File: src/rtl/fifo_wr_arbiter_pkg.sv
// Shared definitions for the FIFO write-port arbiter: FSM encodings and default sizing.
package fifo_wr_arbiter_pkg;

   localparam logic [0:0] ST_IDLE  = 1'b0;
   localparam logic [0:0] ST_GRANT = 1'b1;

   localparam int DEF_BURST_MAX   = 4;
   localparam int DEF_TIMEOUT_CYC = 16;

   // Index width for a requester number; never narrower than one bit.
   function automatic int idx_width(input int n);
      return (n > 1) ? $clog2(n) : 1;
   endfunction

endpackage

File: src/rtl/fifo_wr_arbiter_rr_pick.sv
// Combinational round-robin picker: first asserted request after prio_ptr, with wrap.
module rr_pick
   import fifo_wr_arbiter_pkg::*;
#(
   parameter int N_REQ = 4,
   parameter int IW    = idx_width(N_REQ)
) (
   input  logic [N_REQ-1:0] req,
   input  logic [IW-1:0]    prio_ptr,
   output logic [N_REQ-1:0] pick,
   output logic [IW-1:0]    pick_idx
);

   logic [IW-1:0] cand;

   // Walk from lowest to highest priority so the last hit is the winner.
   always_comb begin
      pick     = '0;
      pick_idx = '0;
      cand     = '0;
      for (int k = N_REQ; k >= 1; k--) begin
         cand = IW'((int'(prio_ptr) + k) % N_REQ);
         if (req[cand]) begin
            pick       = '0;
            pick[cand] = 1'b1;
            pick_idx   = cand;
         end
      end
   end

endmodule

File: src/rtl/fifo_wr_arbiter.sv
// Round-robin, burst-limited arbiter sharing one FIFO write port among N_REQ producers.
// Optional stall timeout enabled by defining ARB_TIMEOUT_EN.
module fifo_wr_arbiter
   import fifo_wr_arbiter_pkg::*;
#(
   parameter int N_REQ       = 4,
   parameter int dat_width   = 8,
   parameter int BURST_MAX   = DEF_BURST_MAX,
   parameter int TIMEOUT_CYC = DEF_TIMEOUT_CYC
) (
   input  logic                         clk,
   input  logic                         reset,
   input  logic [N_REQ-1:0]             req,
   input  logic [N_REQ*dat_width-1:0]   req_data,
   input  logic [N_REQ-1:0]             req_last,
   output logic [N_REQ-1:0]             gnt,
   output logic [N_REQ-1:0]             ack,
   input  logic                         fifo_full,
   output logic                         fifo_wr,
   output logic [dat_width-1:0]         fifo_data,
   output logic                         busy,
   output logic                         timeout
);

   localparam int IW = idx_width(N_REQ);

   logic [0:0]       state_q, state_d;
   logic [IW-1:0]    owner_q, owner_d;
   logic [7:0]       burst_cnt_q, burst_cnt_d;
   logic [IW-1:0]    prio_ptr_q, prio_ptr_d;
   logic [N_REQ-1:0] gnt_q, gnt_d;

   logic [N_REQ-1:0]     pick;
   logic [IW-1:0]        pick_idx;
   logic                 in_grant;
   logic                 req_owner;
   logic                 last_owner;
   logic                 accept;
   logic                 release_c;
   logic                 timeout_hit;
   logic [dat_width-1:0] sel_data;

   rr_pick #(
      .N_REQ (N_REQ),
      .IW    (IW)
   ) u_rr_pick (
      .req      (req),
      .prio_ptr (prio_ptr_q),
      .pick     (pick),
      .pick_idx (pick_idx)
   );

   always_comb begin
      sel_data = '0;
      for (int i = 0; i < N_REQ; i++) begin
         if (owner_q == IW'(i)) begin
            sel_data = req_data[i*dat_width +: dat_width];
         end
      end
   end

   assign in_grant   = (state_q == ST_GRANT);
   assign req_owner  = req[owner_q];
   assign last_owner = req_last[owner_q];
   // A word is only taken while the owner still presents it and the FIFO has room.
   assign accept     = in_grant & req_owner & ~fifo_full;
   assign release_c  = in_grant &
                       ((accept & (last_owner | (burst_cnt_q == 8'(BURST_MAX - 1)))) |
                        ~req_owner | timeout_hit);

`ifdef ARB_TIMEOUT_EN
   localparam int STALL_W = $clog2(TIMEOUT_CYC + 1);

   logic [STALL_W-1:0] stall_q, stall_d;

   // Counts consecutive GRANT cycles without a write; IDLE clears it for the next grant.
   always_comb begin
      stall_d     = stall_q;
      timeout_hit = 1'b0;
      if (!in_grant || accept) begin
         stall_d = '0;
      end else begin
         stall_d = stall_q + 1'b1;
         if (stall_q == STALL_W'(TIMEOUT_CYC - 1)) begin
            timeout_hit = req_owner;
         end
      end
   end

   always_ff @(posedge clk or posedge reset) begin
      if (reset) begin
         stall_q <= '0;
      end else begin
         stall_q <= stall_d;
      end
   end
`else
   logic unused_timeout_cfg;

   assign timeout_hit        = 1'b0;
   assign unused_timeout_cfg = (TIMEOUT_CYC != 0);
`endif

   always_comb begin
      state_d     = state_q;
      owner_d     = owner_q;
      burst_cnt_d = burst_cnt_q;
      prio_ptr_d  = prio_ptr_q;
      gnt_d       = gnt_q;
      case (state_q)
         ST_IDLE: begin
            if (|req) begin
               owner_d     = pick_idx;
               gnt_d       = pick;
               burst_cnt_d = '0;
               state_d     = ST_GRANT;
            end
         end
         ST_GRANT: begin
            if (accept) begin
               burst_cnt_d = burst_cnt_q + 8'd1;
            end
            // The releasing owner becomes lowest priority at the next arbitration.
            if (release_c) begin
               state_d    = ST_IDLE;
               gnt_d      = '0;
               prio_ptr_d = owner_q;
            end
         end
         default: begin
            state_d = ST_IDLE;
            gnt_d   = '0;
         end
      endcase
   end

   always_ff @(posedge clk or posedge reset) begin
      if (reset) begin
         state_q     <= ST_IDLE;
         owner_q     <= '0;
         burst_cnt_q <= '0;
         prio_ptr_q  <= IW'(N_REQ - 1);
         gnt_q       <= '0;
      end else begin
         state_q     <= state_d;
         owner_q     <= owner_d;
         burst_cnt_q <= burst_cnt_d;
         prio_ptr_q  <= prio_ptr_d;
         gnt_q       <= gnt_d;
      end
   end

   assign gnt       = gnt_q;
   assign ack       = accept ? gnt_q : '0;
   assign fifo_wr   = accept;
   assign fifo_data = accept ? sel_data : '0;
   assign busy      = in_grant;
   assign timeout   = timeout_hit;

endmodule

File: config.mk
export PLATFORM = sky130hd
export DESIGN_NAME = fifo_wr_arbiter
export DESIGN_NICKNAME = d
export VERILOG_FILES = /design/src/rtl/fifo_wr_arbiter_pkg.sv /design/src/rtl/fifo_wr_arbiter_rr_pick.sv /design/src/rtl/fifo_wr_arbiter.sv
export SDC_FILE = /design/constraint.sdc
export NUM_CORES = 1
export LEC_CHECK = 0
export ABC_CLOCK_PERIOD_IN_PS = 5060
export CAP_MARGIN = 20
export CORE_MARGIN = 1.5
export CORE_UTILIZATION = 45
export DETAILED_ROUTE_END_ITERATION = 12
export PLACE_DENSITY = 0.8
export SYNTH_ARGS = -nofsm -noshare
export SYNTH_HDL_FRONTEND = slang
export SYNTH_SLANG_ARGS = --single-unit
File: constraint.sdc
create_clock -name clk -period 5.06 [get_ports clk]
set_input_delay 1.265 -clock clk [delete_from_list [all_inputs] [get_ports clk]]
set_output_delay 1.265 -clock clk [all_outputs]
set_load 0.01 [all_outputs]
==> flow_summary.toml, run 1 <==
[layout]
multi_input_area_um2 = 1040
syn2layout_area_growth_pct = 39.0
drive_above_1_share_pct = 13.8
nFillCells = 286
insertedDiodeCount = 0
fin_util_pct = 65.2
nets = 261
regArea_um2 = 428
final_cell_count_no_fill = 256

[critical_path]
crit_arrival_ns = 3.27
startpoint_type = "primary input"
critical_path_class = "primary input to primary output"
critPathRequiredTime_ns = 3.80
critical_path.endpoint_type = "primary output"
crit_fanout = 18

[status]
status = "completed"

[logic_synthesis]
synth-compound-area-share_pct = 11.9
yosysWarnings = 0
synth-adder-area-share_pct = 5.60
synthDistinctLibCells = 37
syn-num-nets = 207
ys_top_cells_by_area = "dfrtp_1, mux4_2, and3_1"
synth_edf_count = 0
synthMuxAreaShare_pct = 23.1
synth_top_family_by_area = "simple AND/OR/NAND/NOR gates"
syn_avg_cell_area_um2 = 9.97
synth_area_um2 = 1570
synthCells = 157
synthSimpleGateAreaFrac_pct = 23.4
synth_top_area_share_pct = 24.0
synth_area_leader_cell = "dfrtp_1"
synth_xor_area_share_pct = 2.24
ys.flop_type = "dfrtp_1"
synth-seq-cells = 17
yosysSeqAreaShare_pct = 27.3
postSynth.asyncResetShare_pct = 100

[power]
powerDensity_nw_per_um2 = 442
pwr-share-clk_pct = 7.8
p_comb_share_pct = 63.5
peakVddDrop_uv = 271
p_leak_uw = 0.000872
internal_power_uw = 550
p_seq_share_pct = 28.7
sw_frac_of_total_pct = 42.8
p_total_uw = 961
switching_power_uw = 411

[cts]
cts_sinks = 17
ctsHtreeMaxLevel = 1
cts_max_path_buffers = 2
cts_tree = "yes"
cts_buffers = 3
worstSkewPairLatency_ns = 0.30
holdBufCountCts = 0
clk_pin_slew_ns = 0.10
cts_resized = 0
cts_root_buf = "clkbuf_4"
post_cts_buffers = 0

[die]
die_w_um = 62.0
dieArea_um2 = 3840
fp-row-count = 21
die_height_um = 62.0
coreArea_um2 = 3340
ios = 62
initial_core_util_pct = 46.9

[timing]
rsz0062_at_grt = "no"
fin_setup_tns_ns = 0
layout_setup_ws_ns = 0.521
max_slew_margin_pct = 52.7
worst_pin_slew_ns = 0.709
post-route-period-util_pct = 89.7
max_freq_mhz = 220
finalSetupViolCount = 0
drv_slew = 0
layout_min_cycle_time_ns = 4.54
hold_violations = 0
worst_clock_skew_ns = 0.00851

[drt]
drtIter0Drc = 49
drt_first_pass_iters = 4
wl_um = 4020
drc_errors = 0
vias_per_cell = 5.71
detail_route.wl_per_cell_um = 15.7
vias = 1461
ant_nets = 0

[min_path]
hp-class = "register to register"

[placed_design]
post-place-ws_ns = 0.519
dp_cells = 252
routabilityCongestion = 0.906
dp_hpwl_um = 3190
portBuffers = 60

[job]
cap_violations = 0

[global_route]
gr-usage-all-layers_pct = 20.6
grt_pass1_vias = 1365
grt_pass1_wl_um = 5890
antenna_found_initial = 0
gr-total-overflow = 0
grt_max_degree = 19
## registers in the layout, indices dropped and copies added, names as in the netlist
register     count
gnt              4
burst_cnt_q      8
owner_q          2
prio_ptr_q       2
busy             1
## critical path: stages
cell and delay (ns):
clkdlybuf4s50_1 0.54, mux4_2 0.69, and2_0 0.27, clkdlybuf4s50_1 0.50
## metrics by stage
stage | hold WS [ns] | area (um2)
floorplan | 0.444 | 1570
global placement | 0.469 | 2150
detailed placement | 0.480 | 2150
CTS | 0.494 | 2180
global route | 0.539 | 2180
finish | 0.488 | 2180
## kinds of logic after synthesis
logic type / Yosys count
simple gates: 65
compound gates: 30
mux: 18
flops: 17
buf+inv: 15
fa+ha+maj: 7
xor+xnor: 4
other cells: 1
## layer usage
metal / global-route usage (%) / vias to the layer above / part of all wire, %
met2: 37.6 / 74 / 47
met3: 4.97 / 6 / 9.8
met5: 0 / - / 0
li1: - / 694 / -
met1: 23.1 / 687 / 42
met4: 6.99 / 0 / 1.6
## final cells by class
cell class / instances / share of cell area [%]
clock buffers: 3 / 1.04
clock inverters: 1 / 0.345
inverters: 3 / 0.518
multi-input cells: 125 / 47.8
flip-flops and latches: 17 / 19.7
well taps: 46 / 2.65
repair buffers: 61 / 27.9
## Yosys cell counts (all sizes together) (3+ instances only)
master,n
and3,15
dfrtp,15
nand2,15
mux4,14
a21oi,11
nor2,10
buf,8
nand3b,8
o21ai,8
ha,7
a311o,4
clkbuf,4
xor2,4
inv,3
mux2,3
nand3,3
nor2b,3
or4,3
## cell usage in the layout (no fill, tap or decap), types with 2 or more instances in the layout
master           synthesis  layout
clkdlybuf4s50_1          0      60
nand2_1                 15      15
and3_1                  15      15
dfrtp_1                 15      15
mux4_2                  13      13
a21oi_1                 11      11
nor2_1                  10      10
nand3b_1                 8       8
o21ai_0                  7       7
ha_1                     7       7
a311o_1                  4       4
xor2_1                   4       4
mux2_2                   3       3
nor2b_1                  3       3
nand3_1                  3       3
inv_1                    3       3
clkbuf_4                 0       3
or4_1                    2       2
and2b_2                  2       2
o211ai_1                 2       2
o31ai_1                  2       2
o21a_1                   2       2
dfstp_2                  2       2
## path summary, 6_finish.rpt
check                                from        endpoint  slack [ns]  cells past startpoint
setup / recovery                   req[3]         fifo_wr        0.52                      4
hold / removal             burst_cnt_q[7]  burst_cnt_q[7]        0.49                      1
setup reg to reg            prio_ptr_q[0]          gnt[3]        2.16                      6
hold reg to reg            burst_cnt_q[7]  burst_cnt_q[7]        0.49                      1
max in group asynchronous           reset  burst_cnt_q[5]        3.34                      2
min in group asynchronous           reset            busy        1.32                      2
## power by group through the flow
| stage | Sequential, uW | Combinational (uW) | Clock, uW |
|---|---|---|---|
| 2_1_floorplan | 222 | 507 | 0 |
| 3_3_place_gp | 274 | 586 | 0 |
| 3_5_place_dp | 281 | 607 | 0 |
| 4_1_cts | 278 | 609 | 75.5 |
| 5_1_grt | 287 | 671 | 82.1 |
| 6_report | 276 | 611 | 74.9 |
(Power assumes the default switching activity.)
==> run 2, diff against run 1 <==
--- a/config.mk
+++ b/config.mk
@@ -10,6 +10,7 @@
 export CORE_MARGIN = 1.5
 export CORE_UTILIZATION = 45
 export DETAILED_ROUTE_END_ITERATION = 12
+export MAX_ROUTING_LAYER = met4
 export PLACE_DENSITY = 0.8
 export SYNTH_ARGS = -nofsm -noshare
 export SYNTH_HDL_FRONTEND = slang
==> run 2 against run 1 <==
Effect of this change: count of clock-buffer cells in the layout is the same; critical path depth is the same; cell area is the same; worst hold slack is essentially flat; routed wire length grew 1.7%; setup slack lost 0.0020 ns; critical path type unchanged.
==> flow_summary.toml, run 2 (synthesis gave the netlist of run 1 again) <==
[global_route]
grt_max_degree = 19
grt_pass1_vias = 1337
gr-usage-all-layers_pct = 21.0
gr-total-overflow = 0
antenna_found_initial = 0
grt_pass1_wl_um = 5890

[timing]
post-route-period-util_pct = 89.7
rsz0062_at_grt = "no"
max_freq_mhz = 220
drv_slew = 0
worst_clock_skew_ns = 0.00851
fin_setup_tns_ns = 0
max_slew_margin_pct = 54.1
layout_min_cycle_time_ns = 4.54
finalSetupViolCount = 0
hold_ws_ns = 0.488
hold_violations = 0
worst_pin_slew_ns = 0.689

[cts]
cts_max_path_buffers = 2
ctsHtreeMaxLevel = 1
cts_tree = "yes"
clk_pin_slew_ns = 0.10
worstSkewPairLatency_ns = 0.30
cts_buffers = 3
cts_sinks = 17
holdBufCountCts = 0
cts_resized = 0
post_cts_buffers = 0
cts_root_buf = "clkbuf_4"

[die]
fp-row-count = 21
coreArea_um2 = 3340
die_height_um = 62.0
ios = 62
dieArea_um2 = 3840
initial_core_util_pct = 46.9
die_w_um = 62.0

[drt]
drc_errors = 0
ant_nets = 0
vias_per_cell = 5.83
wl_um = 4090
vias = 1492
drtIter0Drc = 75
drt_first_pass_iters = 4
detail_route.wl_per_cell_um = 16.0

[layout]
multi_input_area_um2 = 1040
syn2layout_area_growth_pct = 39.0
fin_util_pct = 65.2
nFillCells = 273
nets = 261
final_cell_count_no_fill = 256
regArea_um2 = 428
drive_above_1_share_pct = 13.8
largest_reg_flops = 8
final_common_cell = "clkdlybuf4s50_1"
top_register = "burst_cnt_q"
insertedDiodeCount = 0
final_cell_mix = "clkdlybuf4s50_1, nand2_1, and3_1, dfrtp_1, mux4_2"

[power]
p_leak_uw = 0.000872
powerDensity_nw_per_um2 = 441
p_total_uw = 959
peakVddDrop_uv = 270

[critical_path]
r2r_start = "prio_ptr_q[0]"
reg2reg_to = "gnt[3]"
path_buf_inv = 2
critPathRequiredTime_ns = 3.80
cpMostUsedCell = "clkdlybuf4s50_1"
startpoint_type = "primary input"
critical_path.top_delay_family = "buffers and inverters"
critPathSlowestCell = "clkdlybuf4s50_1"
crit_fanout = 18
crit_arrival_ns = 3.28
critical_path_class = "primary input to primary output"
slowest_delay_ns = 0.64
worstPathCellList = "clkdlybuf4s50_1 -> mux4_2 -> and2_0 -> clkdlybuf4s50_1"
r2r_cells = 6
rrSetupSlack_ns = 2.19
critical_path.endpoint_type = "primary output"

[min_path]
hold_path_depth = 1
holdPathEnd = "burst_cnt_q[7]"
hp-class = "register to register"
holdCritStartpoint = "burst_cnt_q[7]"

[placed_design]
dp_cells = 252
portBuffers = 60
routabilityCongestion = 0.926
dp_hpwl_um = 3230

[status]
status = "completed"

[job]
cap_violations = 0
## run 2: cell counts in the layout (fill, tap and decap cells not counted)
No cell type changed its count.
## run 2: worst max path at each step
| stage | startpoint | to | cells after the start |
|---|---|---|---|
| 3_3_place_gp | req[0] | fifo_wr | 4 |
| 2_1_floorplan | req[1] | ack[1] | 4 |
| 4_1_cts | req[0] | fifo_wr | 4 |
| 6_report | req[1] | fifo_wr | 4 |
| 3_5_place_dp | req[0] | fifo_wr | 4 |
| 5_1_grt | req[1] | fifo_wr | 4 |
## run 2: per-layer routing
metal	GRT usage (%)	vias to the layer above	share of wire [%]
met5	-	-	0
met4	4.56	0	0.90
met3	2.90	5	10
met2	39.3	77	50
met1	23.5	718	39
li1	-	692	-
## run 2: report_power, final
part / switching, uW / internal, uW
clock network: 44.9 / 30.1
registers: 93.0 / 180
logic: 271 / 340
total: 409 / 550
## run 2: final cells by class
cell class,count,share of cell area [%]
inverter,3,0.518
sequential,17,19.7
clock buffer,3,1.04
tap,46,2.65
multi-input combinational,125,47.8
clock inverter,1,0.345
timing repair buffer,61,27.9
## run 2: metrics by stage
step                cell area, um2  setup WS, ns
floorplan                     1570          1.49
global placement              2150         0.591
detailed placement            2150         0.520
CTS                           2180         0.517
global route                  2180         0.384
finish                        2180         0.519
## run 2: worst register-to-register path: cells and delay by family, from the launching register on
family                   cells  cell delay [ns]
flip-flops                   1             0.71
multiplexers                 1             0.64
AND/OR/NAND/NOR              1             0.54
adder cells (fa/ha/maj)      1             0.46
AO/OA/AOI/OAI                2             0.34
buffers and inverters        1             0.14
